--- src/rtl/iir_section_sched.sv ---
// Time-multiplexed scheduler for a cascade of direct-form-I biquads: one shared
// 16x16 multiplier and a 36-bit accumulator step through five taps per section.
module iir_section_sched #(
  parameter int N_SECTIONS = 4,
  parameter int ADDR_W     = 5
) (
  input  logic                     clk,
  input  logic                     rst_n,
  input  logic                     in_valid,
  output logic                     in_ready,
  input  logic signed [15:0]       in_data,
  output logic                     out_valid,
  input  logic                     out_ready,
  output logic signed [15:0]       out_data,
  input  logic                     cfg_we,
  input  logic        [ADDR_W-1:0] cfg_addr,
  input  logic signed [15:0]       cfg_data,
  output logic                     cfg_err,
  input  logic                     clr_hist,
  output logic                     busy
);

  localparam int DATA_W = 16;
  localparam int COEF_W = 16;
  localparam int ACC_W  = 36;
  localparam int SEC_W  = (N_SECTIONS > 1) ? $clog2(N_SECTIONS) : 1;
  localparam int N_COEF_ENTRIES = 2 ** ADDR_W;
  localparam int N_HIST_ENTRIES = 2 ** SEC_W;
  localparam logic [ADDR_W:0] N_COEF = (ADDR_W + 1)'(5 * N_SECTIONS);

  typedef enum logic [1:0] {IDLE, MAC, WB, OUT} state_t;

  state_t                    r_state;
  logic        [SEC_W-1:0]   r_sec;
  logic        [2:0]         r_tap;
  logic signed [ACC_W-1:0]   r_acc;
  logic signed [DATA_W-1:0]  r_x;
  logic signed [COEF_W-1:0]  r_coef [N_COEF_ENTRIES];
  logic signed [DATA_W-1:0]  r_x1   [N_HIST_ENTRIES];
  logic signed [DATA_W-1:0]  r_x2   [N_HIST_ENTRIES];
  logic signed [DATA_W-1:0]  r_y1   [N_HIST_ENTRIES];
  logic signed [DATA_W-1:0]  r_y2   [N_HIST_ENTRIES];
  logic                      r_in_ready;
  logic                      r_out_valid;
  logic signed [DATA_W-1:0]  r_out_data;
  logic                      r_cfg_err;
  logic                      r_busy;

  logic        [ADDR_W-1:0]  w_cidx;
  logic signed [COEF_W-1:0]  w_coef;
  logic signed [DATA_W-1:0]  w_opd;
  logic signed [31:0]        w_prod;
  logic signed [ACC_W-1:0]   w_prod_ext;
  logic signed [DATA_W-1:0]  w_y;
  logic                      w_idle;
  logic                      w_addr_bad;
  logic                      w_cfg_ok;
  logic                      w_err;

  // Truncating >>>14 (toward -inf) followed by clamp to the 16-bit range.
  function automatic logic signed [DATA_W-1:0] sat_shift(input logic signed [ACC_W-1:0] a);
    logic signed [ACC_W-1:0] s;
    s = a >>> 14;
    if (s > 36'sd32767)       return 16'sd32767;
    else if (s < -36'sd32768) return -16'sd32768;
    else                      return s[DATA_W-1:0];
  endfunction

  assign w_cidx     = ADDR_W'(32'(r_sec) * 5 + 32'(r_tap));
  assign w_coef     = r_coef[w_cidx];
  assign w_prod     = w_coef * w_opd;
  assign w_prod_ext = ACC_W'(w_prod);
  assign w_y        = sat_shift(r_acc);

  always_comb begin
    w_opd = r_x;
    case (r_tap)
      3'd1:    w_opd = r_x1[r_sec];
      3'd2:    w_opd = r_x2[r_sec];
      3'd3:    w_opd = r_y1[r_sec];
      3'd4:    w_opd = r_y2[r_sec];
      default: w_opd = r_x;
    endcase
  end

  assign w_idle     = (r_state == IDLE);
  assign w_addr_bad = ({1'b0, cfg_addr} >= N_COEF);
  assign w_cfg_ok   = cfg_we && w_idle && !w_addr_bad;
  assign w_err      = (cfg_we && (!w_idle || w_addr_bad)) || (clr_hist && !w_idle);

  always_ff @(posedge clk or negedge rst_n) begin
    if (!rst_n) begin
      r_state     <= IDLE;
      r_sec       <= '0;
      r_tap       <= '0;
      r_acc       <= '0;
      r_x         <= '0;
      r_in_ready  <= 1'b1;
      r_out_valid <= 1'b0;
      r_out_data  <= '0;
      r_cfg_err   <= 1'b0;
      r_busy      <= 1'b0;
      // Default coefficients make every section a unity-gain passthrough.
      for (int i = 0; i < N_COEF_ENTRIES; i++) begin
        r_coef[ADDR_W'(i)] <= ((i % 5 == 0) && (i < 5 * N_SECTIONS)) ? 16'sd16384 : 16'sd0;
      end
      for (int i = 0; i < N_HIST_ENTRIES; i++) begin
        r_x1[SEC_W'(i)] <= '0;
        r_x2[SEC_W'(i)] <= '0;
        r_y1[SEC_W'(i)] <= '0;
        r_y2[SEC_W'(i)] <= '0;
      end
    end else begin
      r_cfg_err <= w_err;
      case (r_state)
        IDLE: begin
          if (w_cfg_ok) r_coef[cfg_addr] <= cfg_data;
          if (clr_hist) begin
            for (int i = 0; i < N_HIST_ENTRIES; i++) begin
              r_x1[SEC_W'(i)] <= '0;
              r_x2[SEC_W'(i)] <= '0;
              r_y1[SEC_W'(i)] <= '0;
              r_y2[SEC_W'(i)] <= '0;
            end
          end
          if (in_valid) begin
            r_x        <= in_data;
            r_acc      <= '0;
            r_sec      <= '0;
            r_tap      <= '0;
            r_in_ready <= 1'b0;
            r_busy     <= 1'b1;
            r_state    <= MAC;
          end
        end
        MAC: begin
          // Feed-forward taps add, feedback taps (a1, a2) subtract.
          if (r_tap < 3'd3) r_acc <= r_acc + w_prod_ext;
          else              r_acc <= r_acc - w_prod_ext;
          if (r_tap == 3'd4) begin
            r_tap   <= '0;
            r_state <= WB;
          end else begin
            r_tap <= r_tap + 3'd1;
          end
        end
        WB: begin
          r_x2[r_sec] <= r_x1[r_sec];
          r_x1[r_sec] <= r_x;
          r_y2[r_sec] <= r_y1[r_sec];
          r_y1[r_sec] <= w_y;
          r_x         <= w_y;
          r_acc       <= '0;
          if (r_sec == SEC_W'(N_SECTIONS - 1)) begin
            r_out_data  <= w_y;
            r_out_valid <= 1'b1;
            r_state     <= OUT;
          end else begin
            r_sec   <= r_sec + SEC_W'(1);
            r_state <= MAC;
          end
        end
        OUT: begin
          if (out_ready) begin
            r_out_valid <= 1'b0;
            r_in_ready  <= 1'b1;
            r_busy      <= 1'b0;
            r_state     <= IDLE;
          end
        end
        default: r_state <= IDLE;
      endcase
    end
  end

  assign in_ready  = r_in_ready;
  assign out_valid = r_out_valid;
  assign out_data  = r_out_data;
  assign cfg_err   = r_cfg_err;
  assign busy      = r_busy;

endmodule

--- config.mk ---
export PLATFORM = sky130hd
export DESIGN_NAME = iir_section_sched
export DESIGN_NICKNAME = d
export VERILOG_FILES = /design/src/rtl/iir_section_sched.sv
export SDC_FILE = /design/constraint.sdc
export NUM_CORES = 2
export LEC_CHECK = 0
export BUFFER_PORTS_ARGS = -buffer_cell sky130_fd_sc_hd__buf_2
export CAP_MARGIN = 20
export CELL_PAD_IN_SITES_DETAIL_PLACEMENT = 0
export CELL_PAD_IN_SITES_GLOBAL_PLACEMENT = 1
export CORE_AREA = 5 5 375 377
export DETAILED_ROUTE_END_ITERATION = 10
export DIE_AREA = 0 0 380 382
export PLACE_DENSITY_LB_ADDON = 0.25
export SLEW_MARGIN = 25
export SYNTH_ARGS = -nofsm -noshare
export SYNTH_HDL_FRONTEND = slang
export SYNTH_SLANG_ARGS = --single-unit
--- constraint.sdc ---
create_clock -name clk -period 14.6 [get_ports clk]
set_clock_uncertainty 0.15 [all_clocks]
set_input_delay 1.46 -clock clk [delete_from_list [all_inputs] [get_ports clk]]
set_output_delay 1.46 -clock clk [all_outputs]
set_load 0.03 [all_outputs]
* Word-level counts from Yosys, hierarchy flattened
Index checks and enable logic that the tools add are counted.
Storage, ports and cells: memories kept 0, latch bits 0, RAM bits 0, bits in read-only memories 0, bits in registers 847, word-level logic and storage cells 175
Cells by class: reductions and logical operators 28, bitwise operators 3, add/sub/neg operators 5, div/mod/pow operators 0, shift-type cells 0, equal/unequal tests 14, multiply operators 2, muxes and demuxes 56, $lt $le $gt $ge 9
Operator list (count):
- $bwmux 512 | 1
- $bwmux 64 | 4
- $pmux 32 s2 | 4
- $mux 16 | 15
- $bmux 16 s2 | 4
- $pmux 36 s3 | 1
- $bmux 16 s5 | 1
- $demux 16 s5 | 1
- $mux 36 | 2
- $pmux 16 s4 | 1
- $add 36x32->36 | 1
- $sub 36x32->36 | 1
- $demux 16 s2 | 1
- $mul 16x16->32 | 1
- $mux 32 | 1
- $pmux 16 s2 | 1
- $gt 22x16->1 const B | 1
- $lt 22x16->1 const B | 1
- $reduce_and 3->1 | 5
- $reduce_and 2->1 | 7
- $ge 6x6->1 const B | 2
- $mux 2 | 6
- $ne 2x2->1 const B | 6
- $not 5->6 | 2
- 27 further kinds | 47

* Depth between registers and ports, before layout
word-level depth 10, depth in mapped cells 46, gate-level depth less buffers 42

* Worst setup path before layout
Ideal clock, no wire load.
path kind register to register, start register r_sec[1], end register r_acc[35], setup time 0.128 ns, slack 3.119 ns, path buffers 4, arrival 11.203 ns, period minus slack after synthesis 11.481 ns, stages on the path, launching flop included 42, path through dfrtp_1 -> ha_1 -> ha_1 -> fa_1 -> clkbuf_1 -> clkbuf_1 -> mux4_2 -> mux2i_1 -> clkbuf_1 -> nor2_1 -> fa_1 -> inv_1 -> fa_1 -> fa_1 -> inv_1 -> fa_1 -> fa_1 -> inv_1 -> [6 not listed] -> or4_1 -> a21oi_1 -> a311oi_1 -> nand3b_1 -> o31ai_1 -> xnor2_1 -> ha_1 -> a21oi_1 -> a21boi_0 -> a311oi_1 -> o21ai_0 -> a211oi_1 -> a31oi_1 -> o41ai_1 -> o21ai_0 -> xnor2_1 -> a21oi_1 -> o22ai_1
Between the ends: cells in the longest elaborated chain, start to end 10, elaborated cells on any way between the ends 25, classes of those cells 3 x add/sub; 2 x mul; 18 x mux; 2 x bitwise
RTL lines:
- start, declared | RTL line 34 | logic [SEC_W-1:0] r_sec;
- start signal, assigned | RTL line 159 | r_sec <= r_sec + SEC_W'(1);
- $mul 2x3->5 | RTL line 69 | assign w_cidx = ADDR_W'(32'(r_sec) * 5 + 32'(r_tap));
- $add 5x3->5 | RTL line 69
- $not 5->6 (implied by the code) | RTL line 70 | assign w_coef = r_coef[w_cidx];
- $bmux 16 s5 | RTL line 70
- $mux 16 (implied by the code) (2 in series) | RTL line 70
- $mul 16x16->32 (*) | RTL line 71 | assign w_prod = w_coef * w_opd;
- $sub 36x32->36 or $add 36x32->36 (tied branches) | RTL line 139, 138
- $mux 36 (*) | RTL line 138 | if (r_tap < 3'd3) r_acc <= r_acc + w_prod_ext;
- $pmux 36 s3 (*) | RTL line 115 | case (r_state)
- end signal, assigned | RTL line 138
- end signal, assigned | RTL line 139 | else r_acc <= r_acc - w_prod_ext;
- end, declared | RTL line 36 | logic signed [ACC_W-1:0] r_acc;
Mark *: on every way between the ends. The rest lies on a longest branch, timed or not. The select of a mux whose other input is x is not followed. A chain may end at the register's enable or synchronous reset.

* Worst setup path in the final report
start register r_tap[1], end register r_acc[35]
Between the ends: cells in the longest elaborated chain, start to end 9, elaborated cells on any way between the ends 16, classes of those cells 3 x add/sub; 1 x mul; 1 x order compare; 4 x eq/ne; 6 x mux; 1 x bitwise
RTL lines:
- start, declared | RTL line 35 | logic [2:0] r_tap;
- start signal, assigned | RTL line 144 | r_tap <= r_tap + 3'd1;
- $add 5x3->5 | RTL line 69
- $not 5->6 (implied by the code) | RTL line 70
- $bmux 16 s5 | RTL line 70
- $mux 16 (implied by the code) (2 in series) | RTL line 70
- $mul 16x16->32 | RTL line 71
- $sub 36x32->36 or $add 36x32->36 (tied branches) | RTL line 139, 138
- $mux 36 (*) | RTL line 138
- $pmux 36 s3 (*) | RTL line 115
Marked as above.

==> impl_metrics.csv <==
group,metric,value,unit
outcome,status,"finished clean",
global_routing,grt_usage,17.0,%
layout,nFillCells,13100,
logic_synthesis,synth_top_family_by_area,"multiplexers",
timing,setup_slack,1.83,ns
critical_path,slowest_delay,1.24,ns
layout,nets,4152,
layout,synthToLayoutAreaGrowth,14.0,%
timing,fmax,78.3,MHz
logic_synthesis,yosysSeqAreaShare,48.6,%
logic_synthesis,synth-adder-area-share,14.6,%
placed_design,dp.cells,5411,
logic_synthesis,netlist_area,47600,sq um
timing,period_share,87.5,%
flow_run,cap_violations,0,
logic_synthesis,synth-async-reset-ratio,54.7,%
placed_design,place.gp.congestion,0.818,
timing,setup_viol,0,
clock_network,tritoncts,"done",
detailed_routing,route.detailed.wl_per_inst,21.9,microns
logic_synthesis,ys_types,80,
logic_synthesis,synth_xor_area_share,1.61,%
critical_path,rr_worst_depth,36,
detailed_routing,ant_nets,0,
critical_path,crit_path_frequent_cell,"fa_1",
critical_path,critPathKind,"reg -> reg",
layout,final_cells,5589,
global_routing,antenna_found_initial,5,
detailed_routing,vias_per_cell,5.12,
clock_network,clk_pin_slew,0.06,ns
hold_path,min_path_type,"reg -> reg",
logic_synthesis,yosysWarnings,0,
timing,rsz0062_at_grt,"false",
logic_synthesis,synth_edf_count,384,
timing,min_period,12.77,ns
global_routing,grt_max_degree,147,
detailed_routing,drc,0,
logic_synthesis,synthCells,3469,
clock_network,cts_hold_buf,0,
floorplan,initial_core_util,34.8,%
clock_network,cts_num_sinks,847,
clock_network,clk_latency,0.68,ns
logic_synthesis,avgSynthCellArea,13.7,sq um
logic_synthesis,synthSimpleGateAreaFrac,5.80,%
critical_path,worstPathMaxFanout,24,
timing,finalSetupTns,0,ns
layout,mostFrequentLayoutCells,"456 x dfrtp_1, 384 x edfxtp_1, 342 x inv_1",
placed_design,dpl.hpwl,81500,microns
logic_synthesis,synthMuxAreaShare,17.1,%
layout,final_common_cell,"dfrtp_1",
placed_design,port-buffer-count,62,
critical_path,start_kind,"flop",
floorplan,dieArea,145000,sq um
clock_network,cts_resized,0,
critical_path,timing.rr.end,"r_acc[35]$_DFFE_PN0P_",
floorplan,die_w,380,microns
detailed_routing,first_pass_iters,5,
critical_path,worst-endpoint-arrival,13.16,ns
clock_network,cts_htree_levels,3,
clock_network,root_buffer,"clkbuf_16",
critical_path,crit_start,"r_tap[1]$_DFFE_PN0P_",
critical_path,worstPathRequired,14.99,ns
critical_path,critPathCapture,"r_acc[35]$_DFFE_PN0P_",
critical_path,r2r_start,"r_tap[1]$_DFFE_PN0P_",
timing,hold_viol_final,0,
clock_network,cts_made_buffers,93,
floorplan,rows,136,
global_routing,grt-ovfl-total,0,
critical_path,cp_slowest_cell,"fa_4",
logic_synthesis,synth_compound_area_share,7.94,%
layout,final_layout_size_suffix_gt1_share,25.0,%
timing,worst_pin_slew,1.00,ns
global_routing,grt_pass1_vias,30500,
layout,final_cell_area,54300,sq um
placed_design,dp_slack,1.80,ns
critical_path,end_kind,"flop",
logic_synthesis,ys.flop_type,"dfrtp_1",
clock_network,postCtsSetupBuffers,0,
global_routing,grt_pass1_wl,192000,microns
detailed_routing,drtIter0Drc,1838,
detailed_routing,wirelength,122000,microns
placed_design,place_area,51200,sq um
floorplan,io-pin-count,63,
timing,drv_slew,0,
timing,relSlewSlack,33.2,%
logic_synthesis,synth_seq_cells,847,
critical_path,worst-r2r-setup-slack,1.83,ns
detailed_routing,vias,28600,
floorplan,core-area,137000,sq um
floorplan,fp.dieH,382,microns
clock_network,clk_path_buf_depth,3,
==> worst min path at each step <==
| stage | start | to | slack (ns) | cells past startpoint |
|---|---|---|---|---|
| 2_1_floorplan | r_acc[0]$_DFFE_PN0P_ | r_acc[0]$_DFFE_PN0P_ | 0.30 | 2 |
| 3_3_place_gp | out_data[15]$_DFFE_PN0P_ | out_data[15]$_DFFE_PN0P_ | 0.31 | 2 |
| 3_5_place_dp | out_data[13]$_DFFE_PN0P_ | out_data[13]$_DFFE_PN0P_ | 0.32 | 2 |
| 4_1_cts | out_data[13]$_DFFE_PN0P_ | out_data[13]$_DFFE_PN0P_ | 0.33 | 2 |
| 5_1_grt | out_data[7]$_DFFE_PN0P_ | out_data[7]$_DFFE_PN0P_ | 0.35 | 2 |
| 6_report | out_data[15]$_DFFE_PN0P_ | out_data[15]$_DFFE_PN0P_ | 0.32 | 2 |
==> metrics by stage <==
stage                     utilization, %  hold slack [ns]
after floorplan                        -            0.300
after global placement              37.4            0.310
after detailed placement            37.4            0.317
after CTS                           39.7            0.330
after global routing                39.7            0.353
final                               39.7            0.324
==> Yosys cell counts (6+ instances only) <==
master	instances	area, sq um
nand2_1	125	469
buf_2	14	70.1
a31oi_1	12	75.1
a22oi_1	11	82.6
inv_1	342	1280
mux2i_1	17	170
nand3_1	22	110
clkbuf_1	159	597
o31ai_1	12	90.1
o22ai_1	7	43.8
nor3_1	23	115
a221oi_1	15	131
xor2_1	42	368
xnor2_1	42	368
a22o_1	135	1180
nor4_1	6	37.5
nor3b_1	18	135
fa_1	265	5310
and2_1	16	100
o22a_1	15	131
edfxtp_1	384	11500
o211ai_1	9	67.6
o21a_1	21	158
ha_1	132	1650
o21ai_0	98	490
and3_1	8	50.1
nor2b_1	17	106
nand2b_1	12	75.1
a21oi_1	90	450
mux2_2	258	2910
a211oi_1	7	52.6
dfrtp_1	458	11500
or3_1	6	37.5
a222oi_1	8	80.1
a21o_1	20	150
buf_1	26	97.6
o21ai_1	10	50.1
nor2_1	200	751
or2_2	102	638
mux4_2	224	5040
==> area by class of cell <==
class / count / area [sq um] / area share [%]
clock buffer: 143 / 2700 / 4.97
inverter: 342 / 1280 / 2.36
clock inverter: 33 / 425 / 0.784
timing repair buffer: 157 / 1090 / 2.00
tap: 1794 / 2240 / 4.13
antenna: 2 / 5.00 / 0.00922
multi-input combinational: 2271 / 23400 / 43.1
sequential: 847 / 23100 / 42.6
==> critical path: cells and delay by family, from the launching register on <==
family	cells	cell delay, ns
AND/OR/NAND/NOR	5	1.08
XOR/XNOR	2	0.33
adder cells (fa/ha/maj)	11	5.24
AO/OA/AOI/OAI	11	3.53
flip-flops	1	0.43
buffers and inverters	4	0.60
multiplexers	3	1.21
==> sequential cells by signal, summed over array words and instances (netlist names), 2 cells and up <==
| register | flops |
|---|---|
| r_coef | 512 |
| r_x1 | 64 |
| r_x2 | 64 |
| r_y1 | 64 |
| r_y2 | 64 |
| r_acc | 36 |
| out_data | 16 |
| r_x | 16 |
| r_tap | 3 |
| r_sec | 2 |
| r_state | 2 |
==> logic make-up after synthesis <==
group	after synthesis
AOI/OAI and AO/OA	524
other	1
buffers and inverters	542
and+or+nand+nor	571
muxes	501
xor gates and xnor gates	86
adders and majority gates	397
DFF	847
==> metal layers <==
metal	vias up	wire length (microns)	GRT usage (%)
li1	12800	-	-
met4	6	2230	3.59
met1	15100	57100	24.3
met3	163	5130	2.85
met5	-	34	0
met2	529	57900	27.6
Power is left out: the tool's default activity adds up to more than one toggle a clock period on the data nets, which glitch-free logic cannot reach.
